==> src/rtl/seg_scan_ctrl.sv <==
// Scan controller for a common-anode multi-digit 7-segment display. It drives one nibble at
// a time to the segment decoder, blanks between digits, commits new values only at frame wrap.
module seg_scan_ctrl #(
  parameter int NUM_DIGITS   = 4,
  parameter int REFRESH_DIV  = 1000,
  parameter int BLANK_CYCLES = 16,
  parameter int LZ_SUPPRESS  = 1
) (
  input  logic                    clk,
  input  logic                    rst_n,
  input  logic                    enable,
  input  logic                    load,
  input  logic [4*NUM_DIGITS-1:0] value,
  output logic [3:0]              data,
  output logic [NUM_DIGITS-1:0]   an_n,
  output logic                    frame_done,
  output logic                    pending
);

  localparam int CW = $clog2(REFRESH_DIV);
  localparam int IW = $clog2(NUM_DIGITS);
  localparam int VW = 4 * NUM_DIGITS;

  localparam logic [1:0] S_IDLE  = 2'd0;
  localparam logic [1:0] S_BLANK = 2'd1;
  localparam logic [1:0] S_SHOW  = 2'd2;

  localparam logic [CW-1:0] DIV_LAST   = CW'(REFRESH_DIV - 1);
  localparam logic [CW-1:0] BLANK_LAST = CW'((BLANK_CYCLES > 0) ? BLANK_CYCLES - 1 : 0);
  localparam logic [IW-1:0] IDX_LAST   = IW'(NUM_DIGITS - 1);
  localparam logic [1:0]    S_SLOT0    = (BLANK_CYCLES == 0) ? S_SHOW : S_BLANK;

  logic [1:0]            state_q, state_d;
  logic [CW-1:0]         div_q, div_d;
  logic [IW-1:0]         idx_q, idx_d;
  logic [VW-1:0]         active_q, active_d;
  logic [VW-1:0]         shadow_q, shadow_d;
  logic                  pending_q, pending_d;
  logic [3:0]            data_q, data_d;
  logic [NUM_DIGITS-1:0] an_q, an_d;
  logic                  fd_q, fd_d;
  logic                  wrap;
  logic [NUM_DIGITS-1:0] lz_d;
  logic                  tail;

  // Sequencing: slot = BLANK_CYCLES blank clocks followed by SHOW up to REFRESH_DIV total.
  always_comb begin
    state_d = state_q;
    div_d   = div_q;
    idx_d   = idx_q;
    wrap    = 1'b0;
    if (!enable) begin
      state_d = S_IDLE;
      div_d   = '0;
      idx_d   = '0;
    end else begin
      case (state_q)
        S_IDLE: begin
          state_d = S_SLOT0;
          div_d   = '0;
          idx_d   = '0;
        end
        S_BLANK: begin
          div_d = div_q + 1'b1;
          if (div_q == BLANK_LAST) state_d = S_SHOW;
        end
        S_SHOW: begin
          if (div_q == DIV_LAST) begin
            div_d   = '0;
            state_d = S_SLOT0;
            if (idx_q == IDX_LAST) begin
              idx_d = '0;
              wrap  = 1'b1;
            end else begin
              idx_d = idx_q + 1'b1;
            end
          end else begin
            div_d = div_q + 1'b1;
          end
        end
        default: begin
          state_d = S_IDLE;
          div_d   = '0;
          idx_d   = '0;
        end
      endcase
    end
  end

  // Value capture: direct while idle or on the wrap itself, otherwise staged in the shadow.
  always_comb begin
    active_d  = active_q;
    shadow_d  = shadow_q;
    pending_d = pending_q;
    if (state_q == S_IDLE) begin
      if (load) active_d = value;
    end else if (wrap) begin
      if (load)           active_d = value;
      else if (pending_q) active_d = shadow_q;
      pending_d = 1'b0;
    end else if (load) begin
      shadow_d  = value;
      pending_d = 1'b1;
    end
  end

  // A digit is a leading zero when it and every digit above it are zero; digit 0 always lights.
  always_comb begin
    tail = 1'b1;
    lz_d = '0;
    for (int i = NUM_DIGITS - 1; i >= 0; i--) begin
      tail = tail & (active_d[4*i +: 4] == 4'h0);
      if (i > 0 && LZ_SUPPRESS != 0) lz_d[i] = tail;
    end
  end

  always_comb begin
    fd_d   = wrap;
    data_d = (state_d != S_IDLE) ? active_d[{idx_d, 2'b00} +: 4] : data_q;
    an_d   = '1;
    if (state_d == S_SHOW && !lz_d[idx_d]) an_d[idx_d] = 1'b0;
  end

  always_ff @(posedge clk or negedge rst_n) begin
    if (!rst_n) begin
      state_q   <= S_IDLE;
      div_q     <= '0;
      idx_q     <= '0;
      active_q  <= '0;
      shadow_q  <= '0;
      pending_q <= 1'b0;
      data_q    <= 4'h0;
      an_q      <= '1;
      fd_q      <= 1'b0;
    end else begin
      state_q   <= state_d;
      div_q     <= div_d;
      idx_q     <= idx_d;
      active_q  <= active_d;
      shadow_q  <= shadow_d;
      pending_q <= pending_d;
      data_q    <= data_d;
      an_q      <= an_d;
      fd_q      <= fd_d;
    end
  end

  assign data       = data_q;
  assign an_n       = an_q;
  assign frame_done = fd_q;
  assign pending    = pending_q;

endmodule

==> config.mk <==
export PLATFORM = sky130hd
export DESIGN_NAME = seg_scan_ctrl
export DESIGN_NICKNAME = d
export VERILOG_FILES = /design/src/rtl/seg_scan_ctrl.sv
export SDC_FILE = /design/constraint.sdc
export NUM_CORES = 1
export LEC_CHECK = 0
export BUFFER_PORTS_ARGS = -buffer_cell sky130_fd_sc_hd__buf_2
export CAP_MARGIN = 20
export CORE_MARGIN = 8
export CORE_UTILIZATION = 35
export CTS_CLUSTER_DIAMETER = 120
export DETAILED_ROUTE_END_ITERATION = 8
export SLEW_MARGIN = 40
export SYNTH_ARGS = -nofsm -noshare
export SYNTH_HDL_FRONTEND = slang
export SYNTH_SLANG_ARGS = --single-unit
==> constraint.sdc <==
create_clock -name clk -period 3.2 [get_ports clk]
set_clock_uncertainty 0.2 [all_clocks]
set_input_delay 0.32 -clock clk [delete_from_list [all_inputs] [get_ports clk]]
set_output_delay 0.32 -clock clk [all_outputs]
set_load 0.02 [all_outputs]
Yosys cells after proc, flatten, opt, wreduce, memory -nomap -nowiden:

Cells that the tools add are included.
Widths: inputs -> output; s select.

* reduce and logical (&&, ||, !) cells: 11
* $lt $le $gt $ge: 2
* bitwise gates (word level): 5
* $add $sub $neg: 2
* equal/unequal tests: 6
* shift operators: 1
* muxes and demuxes: 27

Operator list (number)
* $mux 16: 5
* $mux 10: 2
* $pmux 10 s2: 1
* $shiftx 16x5->4: 1
* $logic_not 4->1: 3
* $mux 2: 6
* $add 10x1->10 const B: 1
* $eq 10x10->1 const B: 1
* $eq 10x4->1 const B: 1
* $mux 1: 8
* $eq 2x2->1 const B: 3
* $pmux 2 s3: 1
* $mux 4: 1
* $not 4->4: 1
* $pmux 2 s2: 1
* $reduce_bool 2->1: 2
* $lt 2x3->1 const B: 1
* $reduce_and 3->1: 1
* $add 2x1->2 const B: 1
* $and 1x1->1: 2
* $bmux 1 s2: 1
* $demux 1 s2: 1
* $eq 2x1->1 const B: 1
* $ge 2x1->1 const B: 1
* 5 further kinds: 7

* register bits: 56
* word-level logic and storage cells: 63
* output and inout port bits: 10
* input port bits: 20

Longest topological paths before layout:

* depth in word-level cells: 15
* depth in mapped cells: 10
* mapped depth without buffers: 10

Worst setup path before layout:

Ideal clock, no wire load.

* kind: flip-flop to flip-flop
* start point: register state_q[0]
* end point: register an_q[1] (netlist: an_n[1])
* stages on the path, launching flop included: 10
* arrival: 2.595 ns
* required time: 2.914 ns
* setup slack: 0.319 ns
* path buffers: 1
* clock period less this slack: 2.881 ns
* library setup time: 0.086 ns
* cells stage by stage: dfrtp_1 -> inv_1 -> ha_1 -> nand3_1 -> or4_4 -> buf_6 -> o32ai_4 -> o22ai_1 -> or4b_1 -> o31ai_2

* longest elaborated chain between the ends: 13
* elaborated cells between the ends (all ways): 30
* classes of those cells: 2 x order compare; 3 x eq/ne; 15 x mux; 3 x bitwise; 7 x reduce/logical

RTL lines
* start: declaration: RTL line 33 `logic [1:0] state_q, state_d;`
* start signal: assignment: RTL line 136 `state_q <= state_d;`
* $eq 2x2->1: RTL line 57 `case (state_q)`
* $mux 1: RTL line 57
* $mux 1: RTL line 52 `if (!enable) begin`
* $mux 16: RTL line 97 `end else if (wrap) begin`
* $mux 16: RTL line 95 `if (state_q == S_IDLE) begin`
* $logic_not 4->1: RTL line 112 `tail = tail & (active_d[4*i +: 4] == 4'h0);`
* $and 1x1->1 (2 in series): RTL line 112
* $bmux 1 s2: RTL line 121 `if (state_d == S_SHOW && !lz_d[idx_d]) an_d[idx_d] = 1'b0;`
* $mux 1 (not written as such): RTL line 121
* $logic_not 1->1: RTL line 121
* $logic_and 1x1->1: RTL line 121
* $mux 4 *: RTL line 121
* via an_d[1]: RTL line 40 `logic [NUM_DIGITS-1:0] an_q, an_d;`
* end signal: assignment: RTL line 143 `an_q <= an_d;`
* end: declaration: RTL line 40

Mark *: on every way through the listed nets, which the timed path passes. The rest lies on a longest branch. The select of a mux whose other input is x is not followed.
A chain may end at the register's enable or synchronous reset.

Worst setup path after layout:

Ends and elaborated chain as after synthesis.

==> flow_summary.ini <==
[power_and_ir_drop]
p_per_area_nw_per_um2 = 511
ir_drop_mv = 0.237
power.leakage_nw = 1.56

[logic_synthesis]
ys_warn_count = 0
yosys.area.top_type = dfrtp_1
postSynth.asyncResetShare = 1.00
yosys.cell_types.count = 64
syn_area_um2 = 3190
synth_seq_cells = 56
synthCells = 326
ys.flop_type = dfrtp_1
synthTopCellsByCount = 52 x dfrtp_1, 41 x nor2_1, 22 x nand2_1, 16 x mux2_2, 14 x a21oi_1
yosys-top-cells-area = dfrtp_1 41%, mux2_2 5.7%, nor2_1 4.8%
yosysTopAreaCellShare = 0.408
synth_edf_count = 0
synth.avg_cell_area_um2 = 9.78
ys_seq_area_frac = 0.441
yosysMostFrequentCell = dfrtp_1
synth_fp_nets = 352

[critical_path]
crit_family = simple AND/OR/NAND/NOR gates
r2r_slack_ps = 150
r2r_cells = 8
r2r_end = an_n[1]$_DFF_PN1_
start_kind = flop
r2r-start = state_q[0]$_DFF_PN0_
cpPeakStageDelay_ps = 620
cp_num_buf_inv = 1
required_ps = 3240
worstPathMaxFanout = 8
cp-end-kind = flop
cp_cell_sequence = inv_1, ha_2, nand3_2, or4_4, o32ai_2, o22ai_1, or4b_1, o31ai_2
arrival_ps = 3090
cp_slowest_cell = or4_4
critPathKind = reg2reg

[floorplanning]
rows = 35
fp.dieH_um = 111
die_w_um = 111
start_util = 0.353
io_pins = 30
coreArea_um2 = 9020
die_area_um2 = 12400

[clock_tree]
root_buffer = clkbuf_8
clk_pin_slew_ps = 110
cts_buffers = 5
ctsLongestPathBuffers = 2
cts_setup_buffers = 0
h-tree-depth = 2
cts_tree = done
cts.sinks = 56
insertion_delay_ps = 320

[final_layout]
register_area_um2 = 1410
layout-drive-gt1-share = 0.236
area_growth_pct = 14.7
fillCellCount = 877
nNetsFinal = 389
antenna_cells = 0
utilization = 0.405
multiInputGateArea_um2 = 1710

[route]
avgViaCountPerCell = 5.78
drtIter0Drc = 207
routed_wl_um = 8870
drc = 0
drtAntennaViolNets = 0
wl_per_cell_um = 18.7
first_pass_iters = 4
num_vias = 2747

[sta]
slew_violations = 0
worstMarginPinSlew_ps = 711
hold_viol_final = 0
fin_crit_ps = 3050
fmax_mhz = 328
max_slew_margin = 0.523
period_share = 0.954
grt_setup_unrepaired = no
finalSetupTns_ps = 0
setup_viol = 0

[outcome]
status = completed

[min_path]
hold_end = shadow_q[13]$_DFFE_PN0P_
min_path_type = in2reg
hold_depth = 2
min_from = value[13]

[global_routing]
first_global_vias = 2816
grt_antenna_before_repair = 0
grt_start_max_net_pins = 37
grt_first_pass_wirelength_um = 14500
grt.overflow.total = 0
track_usage = 0.141

[placement]
port-buffer-count = 29
gp_congestion = 0.883
place_hpwl_um = 6680

[run]
cap_violations = 0
## timing repair
item | 4_1_cts | 5_1_grt
setup endpoints to repair | 0 | 3
resized for setup | 0 | 3
hold endpoints to repair | 17 | 0
hold buffers | 1 | 0
## area by class of cell
cell class	count	area share
repair buffers	41	0.0650
inverters	13	0.0133
clock inverters	3	0.0116
well taps	111	0.0380
multi-input cells	246	0.469
flip-flops and latches	56	0.385
clock buffers	5	0.0188
## worst max path at each step
| stage | startpoint | to | slack (ps) | depth (start not counted) |
|---|---|---|---|---|
| 2_1_floorplan | state_q[0]$_DFF_PN0_ | an_n[1]$_DFF_PN1_ | 320 | 9 |
| 3_3_place_gp | state_q[0]$_DFF_PN0_ | an_n[1]$_DFF_PN1_ | 190 | 8 |
| 3_5_place_dp | state_q[0]$_DFF_PN0_ | an_n[1]$_DFF_PN1_ | 90 | 8 |
| 4_1_cts | state_q[0]$_DFF_PN0_ | an_n[1]$_DFF_PN1_ | 50 | 8 |
| 5_1_grt | div_q[0]$_DFF_PN0_ | an_n[1]$_DFF_PN1_ | 20 | 7 |
| 6_report | state_q[0]$_DFF_PN0_ | an_n[1]$_DFF_PN1_ | 150 | 8 |
## report_power, final
group          internal [W]  leakage, nW  switching, W
Combinational      0.000209        0.823      0.000260
Clock              0.000232       0.0541      0.000246
Sequential         0.000839        0.684     0.0000828
## cell usage in the layout (no fill, tap or decap), drive strengths merged, types with 5 or more instances in the layout
master  count
a211o       6
a211oi      5
a21oi      14
a22oi       6
and3        8
buf        40
clkbuf      5
dfrtp      52
ha          6
inv        12
mux2       17
mux2i      10
nand2      22
nand2b      5
nand3      13
nor2       41
nor3        6
nor4        5
o21ai      16
o22ai       5
## layer usage
layer	vias up	global-route usage	share of wire
li1	1295	-	-
met4	0	0.0471	0.018
met3	16	0.0290	0.073
met5	-	0	0
met1	1346	0.182	0.43
met2	90	0.229	0.48
## logic make-up (layout without fill, tap and decap cells)
group / count (synthesis) / count (layout) / synth area share
flip-flops: 56 / 56 / 0.441
multiplexers: 27 / 27 / 0.0915
buffers and inverters: 24 / 62 / 0.0310
adder cells (fa/ha/maj): 6 / 6 / 0.0236
AO/OA/AOI/OAI: 87 / 87 / 0.207
AND/OR/NAND/NOR: 118 / 118 / 0.184
XOR/XNOR: 8 / 8 / 0.0220
## registers in the layout, indices dropped and copies added (netlist names)
| name | flops |
|---|---|
| an_n | 4 |
| shadow_q | 16 |
| frame_done | 1 |
| div_q | 10 |
| active_q | 16 |
| pending | 1 |
| idx_q | 2 |
| data | 4 |
| state_q | 2 |
## worst register-to-register path: stages, from the launching register on
cell and delay [ps]:
dfrtp_1 450, inv_1 140, ha_2 280, nand3_2 160, or4_4 620, o32ai_2 330, o22ai_1 100, or4b_1 500
o31ai_2 200
## through the flow
stage / total power, W / cell area (um2) / setup WS [ps] / std cells / hold WS [ps]
detailed placement: 0.00140 / 3510 / 86.6 / 466 / 123
floorplan: 0.00123 / 3190 / 319 / 326 / -176
global placement: 0.00139 / 3500 / 194 / 466 / 109
CTS: 0.00188 / 3630 / 50.0 / 475 / 57.4
global route: 0.00197 / 3660 / 23.5 / 475 / 54.0
finish: 0.00187 / 3660 / 148 / 475 / 62.5
Power figures use the tool's default switching activity.
